### config.mk
export PLATFORM = sky130hd
export DESIGN_NAME = adc_sample_scheduler_flat
export DESIGN_NICKNAME = d
export VERILOG_FILES = /design/src/rtl/adc_sample_scheduler_pkg.sv /design/src/rtl/adc_sample_scheduler_if.sv /design/src/rtl/adc_sample_scheduler_sclk_gen.sv /design/src/rtl/adc_sample_scheduler.sv /design/src/flat_wrapper.sv
export SDC_FILE = /design/constraint.sdc
export NUM_CORES = 1
export LEC_CHECK = 0
export BUFFER_PORTS_ARGS = -buffer_cell sky130_fd_sc_hd__buf_2
export CORE_AREA = 2 2 87 89
export DETAILED_ROUTE_END_ITERATION = 7
export DIE_AREA = 0 0 89 91
export PLACE_DENSITY = 0.58
export RECOVER_POWER = 100
export SLEW_MARGIN = 0
export SYNTH_ARGS = -nofsm -noshare
export SYNTH_HDL_FRONTEND = slang
export SYNTH_SLANG_ARGS = --single-unit
### constraint.sdc
create_clock -name clk -period 3.9 [get_ports clk]
set_input_delay 0.39 -clock clk [delete_from_list [all_inputs] [get_ports clk]]
set_output_delay 0.39 -clock clk [all_outputs]
set_load 0.005 [all_outputs]
### src/rtl/adc_sample_scheduler_pkg.sv
// Shared types and constants for the MCP3201 sample scheduler.
package adc_ctrl_pkg;

  // Frame sequencer states.
  typedef enum logic [1:0] {
    IDLE     = 2'd0,
    CS_SETUP = 2'd1,
    SHIFT    = 2'd2,
    CS_REC   = 2'd3
  } adc_state_e;

  // Serial-clock pulses that precede the data bits: two sample-phase bits plus the null bit.
  localparam int N_LEAD = 3;

  // Default conversion width of the MCP3201.
  localparam int N_BITS_DEFAULT = 12;

  // Counter width able to index 0..n-1; never narrower than one bit.
  function automatic int cnt_width(input int n);
    return (n > 1) ? $clog2(n) : 1;
  endfunction

endpackage

### src/rtl/adc_sample_scheduler_if.sv
// Sample hand-off bus between the ADC scheduler and the serial transmit path.
interface adc_sample_scheduler_if #(
  parameter int N_BITS = 12
) ();

  logic [N_BITS-1:0] sample_data;
  logic              sample_valid;
  logic              sample_ready;

  modport master (output sample_data, output sample_valid, input sample_ready);
  modport slave  (input sample_data, input sample_valid, output sample_ready);

endinterface

### src/rtl/adc_sample_scheduler_sclk_gen.sv
// Serial-clock divider: half-period ticks and the registered ADC serial clock.
module adc_sclk_gen
  import adc_ctrl_pkg::*;
#(
  parameter int CLK_DIV = 4
) (
  input  logic clk,
  input  logic rst_n,
  input  logic run,         // divider counts only while a frame owns the bus
  input  logic allow_rise,  // low suppresses the rise after the final pulse
  output logic rise_tick,   // last cycle of a low half-period
  output logic fall_tick,   // last cycle of a high half-period
  output logic sclk
);

  localparam int               DIV_W    = cnt_width(CLK_DIV);
  localparam logic [DIV_W-1:0] DIV_LAST = DIV_W'(CLK_DIV - 1);

  logic [DIV_W-1:0] div_q, div_d;
  logic             sclk_q, sclk_d;
  logic             tick_s;

  // Half-period tick decode and next divider / serial-clock values.
  always_comb begin
    tick_s    = run && (div_q == DIV_LAST);
    rise_tick = tick_s && !sclk_q;
    fall_tick = tick_s && sclk_q;
    div_d     = div_q;
    sclk_d    = sclk_q;
    if (!run) begin
      div_d  = '0;
      sclk_d = 1'b0;
    end else begin
      if (tick_s) begin
        div_d = '0;
      end else begin
        div_d = div_q + DIV_W'(1);
      end
      if (fall_tick) begin
        sclk_d = 1'b0;
      end else if (rise_tick && allow_rise) begin
        sclk_d = 1'b1;
      end else begin
        sclk_d = sclk_q;
      end
    end
  end

  // Divider and serial-clock registers.
  always_ff @(posedge clk) begin
    if (!rst_n) begin
      div_q  <= '0;
      sclk_q <= 1'b0;
    end else begin
      div_q  <= div_d;
      sclk_q <= sclk_d;
    end
  end

  assign sclk = sclk_q;

endmodule

### src/rtl/adc_sample_scheduler.sv
// MCP3201 frame sequencer: trigger scheduling, bit capture and one-entry sample buffer.
module adc_sample_scheduler
  import adc_ctrl_pkg::*;
#(
  parameter int N_BITS      = N_BITS_DEFAULT,
  parameter int CLK_DIV     = 4,
  parameter int RATE_DIV    = 10000,
  parameter int CS_HIGH_MIN = 8
) (
  input  logic clk,
  input  logic rst_n,
  input  logic enable,
  input  logic start,
  input  logic adc_dout,
  output logic adc_cs_n,
  output logic adc_sclk,
  output logic busy,
  output logic overrun,
  output logic null_err,
  adc_sample_scheduler_if.master smp
);

  localparam int BIT_W  = cnt_width(N_BITS + N_LEAD);
  localparam int RATE_W = cnt_width(RATE_DIV);
  localparam int REC_W  = cnt_width(CS_HIGH_MIN + 1);

  localparam logic [BIT_W-1:0]  BIT_LAST  = BIT_W'(N_BITS + N_LEAD - 1);
  localparam logic [BIT_W-1:0]  NULL_IDX  = BIT_W'(N_LEAD - 1);
  localparam logic [BIT_W-1:0]  DATA_IDX  = BIT_W'(N_LEAD);
  localparam logic [RATE_W-1:0] RATE_LAST = RATE_W'(RATE_DIV - 1);
  localparam logic [REC_W-1:0]  REC_LAST  = REC_W'(CS_HIGH_MIN - 1);

  adc_state_e        state_q, state_d;
  logic              pending_q, pending_d;
  logic [RATE_W-1:0] rate_q, rate_d;
  logic [BIT_W-1:0]  bit_q, bit_d;
  logic [REC_W-1:0]  rec_q, rec_d;
  logic [N_BITS-1:0] shift_q, shift_d;
  logic [N_BITS-1:0] data_q, data_d;
  logic              valid_q, valid_d;
  logic              cs_n_q, cs_n_d;
  logic              busy_q, busy_d;
  logic              overrun_q, overrun_d;
  logic              null_err_q, null_err_d;

  logic trigger_s, launch_s, commit_s, accept_s, capture_s;
  logic rise_tick_s, fall_tick_s, sclk_run_s, allow_rise_s, sclk_s;

  // The divider runs from chip-select assertion until the last low phase ends.
  always_comb begin
    sclk_run_s   = (state_q == CS_SETUP) || (state_q == SHIFT);
    allow_rise_s = !((state_q == SHIFT) && (bit_q == BIT_LAST));
  end

  adc_sclk_gen #(
    .CLK_DIV (CLK_DIV)
  ) u_sclk_gen (
    .clk        (clk),
    .rst_n      (rst_n),
    .run        (sclk_run_s),
    .allow_rise (allow_rise_s),
    .rise_tick  (rise_tick_s),
    .fall_tick  (fall_tick_s),
    .sclk       (sclk_s)
  );

  // Periodic rate timer; parked at zero while disabled. Start is honoured regardless of enable.
  always_comb begin
    if (enable) begin
      if (rate_q == RATE_LAST) begin
        rate_d = '0;
      end else begin
        rate_d = rate_q + RATE_W'(1);
      end
    end else begin
      rate_d = '0;
    end
    trigger_s = start || (enable && (rate_q == RATE_LAST));
  end

  // Next-state logic of the frame sequencer.
  always_comb begin
    state_d = state_q;
    case (state_q)
      IDLE: begin
        if (pending_q || trigger_s) state_d = CS_SETUP;
        else                        state_d = IDLE;
      end
      CS_SETUP: begin
        if (rise_tick_s) state_d = SHIFT;
        else             state_d = CS_SETUP;
      end
      SHIFT: begin
        if (rise_tick_s && (bit_q == BIT_LAST)) state_d = CS_REC;
        else                                    state_d = SHIFT;
      end
      CS_REC: begin
        if (rec_q == REC_LAST) state_d = IDLE;
        else                   state_d = CS_REC;
      end
      default: state_d = IDLE;
    endcase
  end

  // Registered pin and status values follow the state being entered.
  always_comb begin
    cs_n_d = !((state_d == CS_SETUP) || (state_d == SHIFT));
    busy_d = (state_d != IDLE);
  end

  // Pending trigger, bit/recovery counters, shift register and sample buffer.
  always_comb begin
    launch_s  = (state_q == IDLE) && (state_d == CS_SETUP);
    commit_s  = (state_q == SHIFT) && (state_d == CS_REC);
    capture_s = (state_q == SHIFT) && fall_tick_s;
    accept_s  = valid_q && smp.sample_ready;

    // A trigger in the launch cycle is absorbed by the frame being launched.
    if (launch_s) begin
      pending_d = 1'b0;
    end else if (trigger_s) begin
      pending_d = 1'b1;
    end else begin
      pending_d = pending_q;
    end

    // bit_q indexes the current pulse; it advances on each rise after the first.
    if (state_q == SHIFT) begin
      if (rise_tick_s && (bit_q != BIT_LAST)) bit_d = bit_q + BIT_W'(1);
      else                                    bit_d = bit_q;
    end else begin
      bit_d = '0;
    end

    if ((state_q == CS_REC) && (state_d == CS_REC)) rec_d = rec_q + REC_W'(1);
    else                                            rec_d = '0;

    if (capture_s && (bit_q >= DATA_IDX)) shift_d = {shift_q[N_BITS-2:0], adc_dout};
    else                                  shift_d = shift_q;

    null_err_d = capture_s && (bit_q == NULL_IDX) && adc_dout;

    // A commit may reuse the slot being drained in the same cycle.
    data_d    = data_q;
    overrun_d = 1'b0;
    if (commit_s && (!valid_q || smp.sample_ready)) begin
      data_d  = shift_q;
      valid_d = 1'b1;
    end else if (commit_s) begin
      overrun_d = 1'b1;
      valid_d   = valid_q;
    end else if (accept_s) begin
      valid_d = 1'b0;
    end else begin
      valid_d = valid_q;
    end
  end

  // State register.
  always_ff @(posedge clk) begin
    if (!rst_n) state_q <= IDLE;
    else        state_q <= state_d;
  end

  // Datapath and output registers.
  always_ff @(posedge clk) begin
    if (!rst_n) begin
      pending_q  <= 1'b0;
      rate_q     <= '0;
      bit_q      <= '0;
      rec_q      <= '0;
      shift_q    <= '0;
      data_q     <= '0;
      valid_q    <= 1'b0;
      cs_n_q     <= 1'b1;
      busy_q     <= 1'b0;
      overrun_q  <= 1'b0;
      null_err_q <= 1'b0;
    end else begin
      pending_q  <= pending_d;
      rate_q     <= rate_d;
      bit_q      <= bit_d;
      rec_q      <= rec_d;
      shift_q    <= shift_d;
      data_q     <= data_d;
      valid_q    <= valid_d;
      cs_n_q     <= cs_n_d;
      busy_q     <= busy_d;
      overrun_q  <= overrun_d;
      null_err_q <= null_err_d;
    end
  end

  assign adc_cs_n         = cs_n_q;
  assign adc_sclk         = sclk_s;
  assign busy             = busy_q;
  assign overrun          = overrun_q;
  assign null_err         = null_err_q;
  assign smp.sample_data  = data_q;
  assign smp.sample_valid = valid_q;

endmodule

### src/flat_wrapper.sv
// flat-port wrapper written by rule: the top's interface ports become plain ports
module adc_sample_scheduler_flat import adc_ctrl_pkg::*;
#(
  parameter int N_BITS      = N_BITS_DEFAULT,
  parameter int CLK_DIV     = 4,
  parameter int RATE_DIV    = 10000,
  parameter int CS_HIGH_MIN = 8
)
  (clk, rst_n, enable, start, adc_dout, adc_cs_n, adc_sclk, busy, overrun, null_err, smp_sample_data, smp_sample_valid, smp_sample_ready);
  adc_sample_scheduler_if #(.N_BITS(N_BITS)) smp_i ();
  input  logic clk;
  input  logic rst_n;
  input  logic enable;
  input  logic start;
  input  logic adc_dout;
  output logic adc_cs_n;
  output logic adc_sclk;
  output logic busy;
  output logic overrun;
  output logic null_err;
  output wire logic [$bits(smp_i.sample_data)-1:0] smp_sample_data;
  output wire logic [$bits(smp_i.sample_valid)-1:0] smp_sample_valid;
  input wire logic [$bits(smp_i.sample_ready)-1:0] smp_sample_ready;
  assign smp_sample_data = smp_i.sample_data;
  assign smp_sample_valid = smp_i.sample_valid;
  assign smp_i.sample_ready = smp_sample_ready;
  adc_sample_scheduler #(.N_BITS(N_BITS), .CLK_DIV(CLK_DIV), .RATE_DIV(RATE_DIV), .CS_HIGH_MIN(CS_HIGH_MIN)) u_core (.clk(clk), .rst_n(rst_n), .enable(enable), .start(start), .adc_dout(adc_dout), .adc_cs_n(adc_cs_n), .adc_sclk(adc_sclk), .busy(busy), .overrun(overrun), .null_err(null_err), .smp(smp_i));
endmodule
# Word level (Yosys, flattened, before mapping)
# Cells that the tools add are included.
word_totals:
  word_cells: 81
  regBits: 57
  in_bits: 6
  out_inout_bits: 18
classes:
  n_eq_ne: 13
  addsub: 4
  n_reduce_logical: 37
  bitwise: 3
  muxes: 9
  magnitude_cmp: 1
op_table:
  columns: ["op", "n"]
  rows:
  - ["$logic_and A1 B1 Y1", 17]
  - ["$add A14 B1 Y14 const B", 1]
  - ["$eq A14 B14 Y1 const B", 1]
  - ["$eq A2 B2 Y1 const B", 5]
  - ["$reduce_or A3 Y1", 3]
  - ["$add A4 B1 Y4 const B", 2]
  - ["$pmux W2 S4", 1]
  - ["$mux W1", 6]
  - ["$reduce_and A2 Y1", 3]
  - ["$logic_or A1 B1 Y1", 5]
  - ["$eq A2 B1 Y1 const B", 2]
  - ["$eq A4 B2 Y1 const B", 1]
  - ["$eq A4 B3 Y1 const B", 1]
  - ["$eq A4 B4 Y1 const B", 1]
  - ["$ge A4 B2 Y1 const B", 1]
  - ["$logic_not A1 Y1", 4]
  - ["$mux W2", 2]
  - ["$ne A4 B4 Y1 const B", 1]
  - ["$reduce_bool A2 Y1", 2]
  - ["$reduce_or A2 Y1", 2]
  - ["$not A1 Y1", 3]
  - ["$add A2 B1 Y2 const B", 1]
  - ["$logic_not A2 Y1", 1]
  - ["$ne A2 B2 Y1 const B", 1]

# Longest topological paths before layout
# Gate-level depths: netlist of run 1.
logic_depth:
  word_depth: 12
  mapped_depth: 12
  depth_no_buf: 10

# By module
# Synthesis of run 1 repeated with hierarchy kept, for this count alone.
unflattened:
  cells_unflattened: 273
  hier_area_um2: 2433.6
modules_own_cells:
  columns: ["module", "instances", "seq_area_each_um2", "area_each_um2", "cells_per_inst"]
  rows:
  - ["adc_sample_scheduler", 1, 1081.0, 2311.0, 260]
  - ["adc_sclk_gen", 1, 60.1, 122.6, 13]

# Worst setup path before layout of run 1
# No wires, ideal clock.
synth_path:
  kind: "reg2reg"
  from: "register u_core.state_q[0]"
  to: "register u_core.data_q[10] (netlist: u_core.smp.sample_data[10])"
  setup_slack_ns: 1.654
  synth_period_minus_slack_ns: 2.246
  path_stages_with_launch: 13
  t_required_ns: 3.824
  setup_time_ns: 0.076
  n_path_buf: 2
  t_arrival_ns: 2.171
  path_cell_list: "dfxtp_1 > inv_1 > ha_1 > and3b_1 > buf_4 > mux2i_1 > a22oi_2 > ha_1 > nand2_1 > nor2b_1 > buf_2 > nand2_1 > a21boi_0"
synth_via:
  elab_chain_len: 10
  word_cells_on_any_way: 14
  classes_between: "4 x eq/ne; 3 x mux; 7 x reduce/logical"
synth_rtl:
  columns: ["item", "line_no", "rtl"]
  rows:
  - ["from (decl)", "adc_sample_scheduler.sv:33", "adc_state_e state_q, state_d;"]
  - ["from (signal assigned)", "adc_sample_scheduler.sv:162", "else state_q <= state_d;"]
  - ["$eq A2 B1 Y1 or $eq A2 B2 Y1 (tied branches)", "adc_sample_scheduler.sv:51, adc_sample_scheduler.sv:84", null]
  - ["$logic_or A1 B1 Y1", "adc_sample_scheduler.sv:51", "sclk_run_s = (state_q == CS_SETUP) || (state_q == SHIFT);"]
  - ["$logic_and A1 B1 Y1", "adc_sample_scheduler_sclk_gen.sv:25", "tick_s = run && (div_q == DIV_LAST);"]
  - ["$logic_and A1 B1 Y1", "adc_sample_scheduler_sclk_gen.sv:26", "rise_tick = tick_s && !sclk_q;"]
  - ["$logic_and A1 B1 Y1", "adc_sample_scheduler.sv:94", "if (rise_tick_s && (bit_q == BIT_LAST)) state_d = CS_REC;"]
  - ["$mux W1", "adc_sample_scheduler.sv:94", null]
  - ["$pmux W2 S4 (*)", "adc_sample_scheduler.sv:84", "case (state_q)"]
  - ["via u_core.state_d[0]", "adc_sample_scheduler.sv:33", null]
  - ["$eq A2 B2 Y1 (*)", "adc_sample_scheduler.sv:114", "commit_s = (state_q == SHIFT) && (state_d == CS_REC);"]
  - ["$logic_and A1 B1 Y1 (*)", "adc_sample_scheduler.sv:114", null]
  - ["$logic_and A1 B1 Y1 (*)", "adc_sample_scheduler.sv:146", "if (commit_s && (!valid_q || smp.sample_ready)) begin"]
  - ["to (signal assigned)", "adc_sample_scheduler.sv:185", "data_q <= data_d;"]
  - ["to (decl)", "adc_sample_scheduler.sv:39", "logic [N_BITS-1:0] data_q, data_d;"]
# Mark *: on every way through the listed nets, which the timed path passes. The rest lies on a longest branch.
# A chain may end at the register's enable or synchronous reset.

# Worst setup path in the final report of run 1
layout_path:
  from: "register u_core.state_q[0]"
  to: "register u_core.data_q[1] (netlist: u_core.smp.sample_data[1])"
# The elaborated chain is that of the path after synthesis.

==> summary.txt, run 1 <==
Outcome
  • Status: finished, final reports clean

Routing
  • DRC: 0
  • Average wire per standard cell: about 11 um
  • Via-to-Cell Ratio: 4.447
  • Via Count: 1712
  • Final WL: ~4.4 mm
  • DR iter-0 viols: 72
  • Drt pass-1 iters: 4
  • Remaining antenna violation count after routing: 0

Timing
  • Worst slew pin tran: 1303 ps
  • Hold_ws: 334.3 ps
  • FMAX: 0.3495 GHz
  • RSZ-0062 raised after global routing: no
  • Setup total negative slack: 0 ps
  • Crit share post-route: 73.37%
  • Clk_skew: 9.050 ps
  • Fin crit period: 2861 ps
  • Final setup fails: 0
  • Slew Limit Headroom: 12.81%
  • Final Hold Vio Count: 0
  • Slew Viols, Final: 0

Synth
  • Netlist cell types: 39
  • Net Count, Synth: 273
  • Syn Area/Cell: 9.593 sq um
  • Syn Inst Count: ~260
  • Post-synth top area share: 46.65%
  • Register area share after synthesis: 46.65%
  • Synth area leaders: dfxtp_1 47%, ha_1 6.1%, mux2i_1 5.3%
  • Mapped cell area: 0.002446 sq mm
  • Synth warn: 0
  • Synthesized flop and latch total: 57
  • Yosys top cell by area: dfxtp_1

GRT
  • Gr usage total: 12.29%
  • First-pass GRT wire length: 7.665 mm
  • Grt total ovfl: 0
  • Largest net degree at the start of global routing: 36
  • Initial antenna violation count: 0
  • Vias in the first global route: between 1500 and 2000

Setup path
  • Flop2flop setup slack: around 1000 ps
  • FF-to-FF path depth: 10
  • Reg-to-Reg End: u_core.smp.sample_data[1]
  • Max stage delay cell, worst path: nor2b_1
  • R2R Path Start: u_core.state_q[0]
  • Cells along the critical path: inv_1 > ha_1 > and3b_1 > mux2i_1 > a22oi_1 > ha_1 > nand2_1 > nor2b_1 > nand2_1 > a21boi_0
  • Crit start category: flop
  • CP arrival: 3120 ps
  • Kind of end point of the critical path: flop
  • Max Fanout on Critical Path: 12
  • Req. time, crit path: 4160 ps
  • Critical path's largest stage delay: just under 700 ps
  • WS Path Type: flop to flop

Clock network
  • CTS tree: yes
  • CTS sink cnt: 57
  • Root Buffer: clkbuf_8
  • Post-CTS setup buffer count: 0
  • Clock transition at the registers of the reported paths: 70 ps
  • Hold-fix buffers, CTS: 0
  • Post-CTS Resized: 0
  • Clk_lat worst skew: 330 ps
  • H-tree depth: 3
  • CTS Buf Count: 9
  • Maximum clock insertion buffer count: 2

Placed design
  • Routability-driven placement congestion ratio: 0.7333
  • IO Port Bufs: 23
  • Placed cell count: 369
  • DP Wirelength: 2.875 mm

Finish
  • Multi-input gate area: approximately 0.0012 sq mm
  • Antenna Cells: 0
  • Layout cells sized above 1: about an eighth
  • Fill cells: 746
  • Area growth, synth to finish: 17.19%
  • Register area: roughly 0.0011 sq mm
  • Fin cells: a little under 400
  • Final nets: 299

Die
  • Chip height: 91 um
  • I/O pins: 24
  • Rows: 31
  • Chip width: between 80 and 90 um
  • Floorplan Core Area: 0.007137 sq mm
  • Die area: 0.008099 sq mm
  • Starting Density: about a third

Hold path
  • Hold WC Path Type: input port to flop
  • Hold Path Depth: 3
  • Hold EP: u_core.null_err
  • Critical hold path startpoint: adc_dout

Pwr
  • Cell Pwr Density: 467.5 mW/mm^2
  • Worst vdd ir: 0.2609 mV
  • Leak Pwr: 1.021 nW

Flow run
  • Max-Cap Viols: 0
-- flip-flops by register name (all words and copies together), names as in the netlist --
name / flops
u_core.overrun: 1
u_core.smp.sample_valid: 1
u_core.busy: 1
u_core.smp.sample_data: 12
u_core.u_sclk_gen.div_q: 2
u_core.shift_q: 12
u_core.null_err: 1
u_core.pending_q: 1
u_core.rec_q: 4
u_core.u_sclk_gen.sclk: 1
u_core.rate_q: 14
u_core.state_q: 2
u_core.bit_q: 4
u_core.adc_cs_n: 1
-- cells in the mapped netlist --
cell       number
nand4_2         1
clkbuf_1        4
and3_1          2
ha_1           12
dfxtp_1        57
nor2_1         26
a21boi_0       13
nor4_1          1
nand3_1        11
xor2_1          5
nor4bb_1        1
and2_1          4
a21oi_1         2
buf_2           1
nand4_1         2
a221oi_2        1
and4_2          1
nand2b_1        4
nand2_1        31
nor2b_1        15
buf_4           2
and3b_1         1
nand3_2         1
nor3b_1         1
nor3_1          8
a211oi_1        1
xnor2_1        12
o21ai_0         1
nand3b_1        1
a22oi_2         1
inv_1          11
mux2i_1        13
buf_6           1
nor4_4          1
nor4_2          1
nand4bb_1       1
nand4_4         1
a41o_2          1
nor2_2          2
-- worst max path at each step --
stage                                 endpoint  slack, ps               from  cells after the start
floorplan           u_core.smp.sample_data[10]       1650  u_core.state_q[0]                     12
global placement     u_core.smp.sample_data[6]       1200  u_core.state_q[0]                     10
detailed placement   u_core.smp.sample_data[1]       1090  u_core.state_q[0]                     10
CTS                  u_core.smp.sample_data[1]       1080  u_core.state_q[0]                     10
global route         u_core.smp.sample_data[1]        590  u_core.state_q[1]                     10
finish               u_core.smp.sample_data[1]       1040  u_core.state_q[0]                     10
-- metal layers --
layer  GRT usage [%]  vias to the layer above  wire length [um]
li1                -                      902                 -
met1           15.29                      778              2129
met2           18.66                       30              1978
met3           5.455                        2               218
met4           4.478                        0                42
met5               0                        -                 0
-- report_power, final --
group	switching (mW)	internal, mW	total [mW]	leakage [nW]
clock	0.233	0.477	0.710	0.129
sequential	0.00346	0.589	0.592	0.460
combinational	0.0210	0.0172	0.0382	0.432
total	0.257	1.08	1.34	1.02
-- stage by stage --
stage	total power, mW	cell area [sq um]	utilization, %	setup WS, ps
after detailed placement	0.6453	2639	36.97	1087
after CTS	1.363	2902	40.66	1076
after global routing	1.394	2867	40.16	594.0
final	1.340	2867	40.16	1039
after floorplan	0.6336	2446	-	1654
after global placement	0.6457	2639	36.97	1197
-- worst max-delay path: cells and delay by family (launching register included) --
family / cells / cell delay [ps]
flip-flops: 1 / 360
multiplexers: 1 / 130
AND/OR/NAND/NOR: 4 / 1130
AO/OA/AOI/OAI: 2 / 500
buffers and inverters: 1 / 70
adder cells (fa/ha/maj): 2 / 600
-- cells by family (layout without fill, tap and decap cells) --
logic type,Yosys count,after routing,share of synthesized area [%]
AOI/OAI and AO/OA,20,20,6.496
xor gates and xnor gates,17,17,6.087
adders and majority gates,12,12,6.138
buffers and inverters,19,50,3.580
DFF,57,57,46.65
muxes,13,13,5.319
and+or+nand+nor,117,117,25.73
-- cells in the final DEF (no fill, tap or decap), types with 2 or more instances in the layout --
cell / instances
clkbuf_1: 7
ha_1: 12
a21boi_0: 13
mux2i_1: 13
nand2_1: 31
buf_2: 16
nor2_1: 27
clkbuf_8: 12
nand4_1: 3
and3_1: 2
a21oi_1: 2
xor2_1: 5
dfxtp_1: 57
xnor2_1: 12
inv_1: 11
bufinv_16: 3
nand2b_1: 4
nor2b_1: 15
and2_1: 3
nand3_1: 12
nor3_1: 8
-- area by class of cell --
cell class / count / area share [%]
flip-flops and latches: 57 / 39.81
multi-input cells: 179 / 41.55
inverters: 11 / 1.440
clock inverters: 4 / 3.405
repair buffers: 23 / 3.710
clock buffers: 12 / 5.762
well taps: 99 / 4.321
No activity file was read; power rests on OpenSTA's default activity.
==> run 2, diff against run 1 <==
Clock period 3.9 ns to 3 ns, I/O delays scaled along.
==> run 2 against run 1 <==
Against the previous run:
- sequential cell count did not move
- non-clock buffer count rose by 1
- clock skew barely moved
- combinational power rose by 27%
- register-to-register slack got worse by 550 ps
- global-route usage fell by 0.65 points
- critical path depth fell by 1
- core utilization fell by 0.40 points
- critical path type unchanged
- critical endpoint is now u_core.smp.sample_data[8]
- largest cell class unchanged
==> summary.txt, run 2 (synthesis gave the netlist of run 1 again) <==
Outcome
  • Status: finished, final reports clean

Setup path
  • CP arrival: 2730 ps (-390 ps)
  • Crit start category: flop
  • Top Family by Delay on Critical Path: simple AND/OR/NAND/NOR gates
  • Req. time, crit path: 3220 ps (-940 ps)
  • Kind of end point of the critical path: flop
  • Cells along the critical path: inv_1 > ha_1 > and3b_1 > mux2i_1 > a22oi_1 > ha_1 > nand3_1 > nand2_1 > a21boi_0
  • Flop2flop setup slack: 490 ps (-550 ps)
  • FF-to-FF path depth: 9 (-1)
  • Critical path's largest stage delay: 380 ps (-310 ps)
  • Reg-to-Reg End: u_core.smp.sample_data[8]
  • Cell mode on critical path: ha_1
  • Number of buffers and inverters on the critical path: 1 (unchanged)
  • Max stage delay cell, worst path: nand3_1
  • WS Path Type: flop to flop
  • R2R Path Start: u_core.state_q[0]
  • Max Fanout on Critical Path: 12 (unchanged)

Timing
  • Final Hold Vio Count: 0 (unchanged)
  • Crit share post-route: 83.59% (+10 points)
  • Fin crit period: 2508 ps (-353.6 ps)
  • Slew Viols, Final: 0 (unchanged)
  • FMAX: 0.3988 GHz (+14%)
  • Slew Limit Headroom: 9.506% (-3.3 points)
  • RSZ-0062 raised after global routing: no
  • Final setup fails: 0 (unchanged)
  • Setup total negative slack: 0 ps (unchanged)
  • Clk_skew: 9.050 ps (-0.0002000 ps)
  • Worst slew pin tran: 1352 ps (+49.44 ps)

Routing
  • Final WL: 4.254 mm (-2.6%)
  • Via-to-Cell Ratio: 4.345 (-2.3%)
  • Via Count: 1677 (-2.0%)
  • DR iter-0 viols: 69 (-4.2%)
  • Average wire per standard cell: 11.02 um (-2.9%)
  • Drt pass-1 iters: 4 (unchanged)
  • Remaining antenna violation count after routing: 0 (unchanged)
  • DRC: 0 (unchanged)

GRT
  • First-pass GRT wire length: 7.369 mm (-3.9%)
  • Initial antenna violation count: 0 (unchanged)
  • Gr usage total: 11.64% (-0.65 points)
  • Largest net degree at the start of global routing: 36 (unchanged)
  • Vias in the first global route: 1599 (-4.3%)
  • Grt total ovfl: 0 (unchanged)

Clock network
  • Post-CTS Resized: 0 (unchanged)
  • CTS Buf Count: 9 (unchanged)
  • Clk_lat worst skew: 330 ps (about the same)
  • Root Buffer: clkbuf_8
  • CTS sink cnt: 57 (unchanged)
  • CTS tree: yes
  • Hold-fix buffers, CTS: 0 (unchanged)
  • H-tree depth: 3 (unchanged)
  • Post-CTS setup buffer count: 0 (unchanged)
  • Maximum clock insertion buffer count: 2 (unchanged)
  • Clock transition at the registers of the reported paths: 60 ps (about the same)

Finish
  • Area growth, synth to finish: 16.01%
  • Commonest non-fill, non-tap cells in the layout: 57 x dfxtp_1, 31 x nand2_1, 27 x nor2_1
  • Most flop-heavy register: u_core.rate_q
  • Final nets: 300 (+0.33%)
  • Layout cells sized above 1: 12.54% (-0.39 points)
  • Largest register FFs: 14 (unchanged)
  • Antenna Cells: 0 (unchanged)
  • Final Util: 39.76% (-0.40 points)
  • Most common cell after layout, fill and taps aside: dfxtp_1

Die
  • Chip width: 89 um (unchanged)
  • Floorplan Core Area: 0.007137 sq mm (unchanged)
  • I/O pins: 24 (unchanged)
  • Chip height: 91 um (unchanged)
  • Die area: 0.008099 sq mm (unchanged)
  • Starting Density: 34.27% (unchanged)
  • Rows: 31 (unchanged)

Hold path
  • Critical hold path startpoint: adc_dout
  • Hold Path Depth: 3 (unchanged)
  • Hold EP: u_core.null_err
  • Hold WC Path Type: input port to flop

Pwr
  • Worst vdd ir: 0.2597 mV (-0.46%)
  • Cell Pwr Density: 574.0 mW/mm^2 (+23%)
  • Leak Pwr: 1.007 nW (-1.3%)

Placed design
  • Routability-driven placement congestion ratio: 0.7789 (+6.2%)
  • DP Wirelength: 2.808 mm (-2.3%)
  • IO Port Bufs: 23 (unchanged)

Flow run
  • Max-Cap Viols: 0 (unchanged)
==> run 2: cell types whose count changed in the layout (fill, tap and decap cells not counted) <==
cell,previous run,this run
buf_2,16,14
clkbuf_8,12,11
bufinv_16,3,2
clkinv_2,0,2
buf_4,0,1
clkbuf_1,7,9
==> run 2: report_power, final <==
part / internal (mW) / leakage (nW) / switching [mW]
Sequential: 0.766 / 0.460 / 0.00414
Combinational: 0.0215 / 0.432 / 0.0270
Clock: 0.510 / 0.115 / 0.301
Total: 1.30 / 1.01 / 0.332
==> run 2: routing by layer <==
metal	GRT usage, %	routed length [um]
met5	0	0
met4	4.478	81
met3	5.182	186
met2	17.48	1821
met1	14.55	2165
==> run 2: worst max-delay path by stage <==
stage	start	endpoint	slack (ps)	depth (start not counted)
6_report	u_core.state_q[0]	u_core.smp.sample_data[8]	490	9
4_1_cts	u_core.state_q[0]	u_core.smp.sample_data[8]	510	9
2_1_floorplan	u_core.state_q[0]	u_core.smp.sample_data[10]	750	12
3_3_place_gp	u_core.state_q[0]	u_core.smp.sample_data[6]	670	9
5_1_grt	u_core.state_q[0]	u_core.smp.sample_data[7]	210	9
3_5_place_dp	u_core.state_q[0]	u_core.smp.sample_data[9]	540	9
==> run 2: stage by stage <==
stage	hold WS (ps)	total power, mW	setup WS (ps)	instance area, sq um	instances
2_1_floorplan	373.0	0.8237	753.6	2446	255
3_3_place_gp	416.3	0.8394	667.7	2646	370
3_5_place_dp	426.3	0.8389	537.9	2646	370
4_1_cts	202.4	1.658	513.2	2875	386
5_1_grt	216.6	1.693	211.7	2838	386
6_report	216.1	1.629	492.2	2838	386
==> run 2: cell type report <==
type / count / area, sq um
Timing Repair Buffer: 24 / 111.4
Inverter: 11 / 41.29
Fill cell: 736 / 4299
Tap cell: 99 / 123.9
Sequential cell: 57 / 1141
Clock inverter: 5 / 77.57
Clock buffer: 11 / 151.4
Multi-Input combinational cell: 179 / 1191
==> run 2: tightest hold or removal path, cell delays in order <==
cell,delay [ps]
buf_2,110
nand3_1,60
nor4_1,40
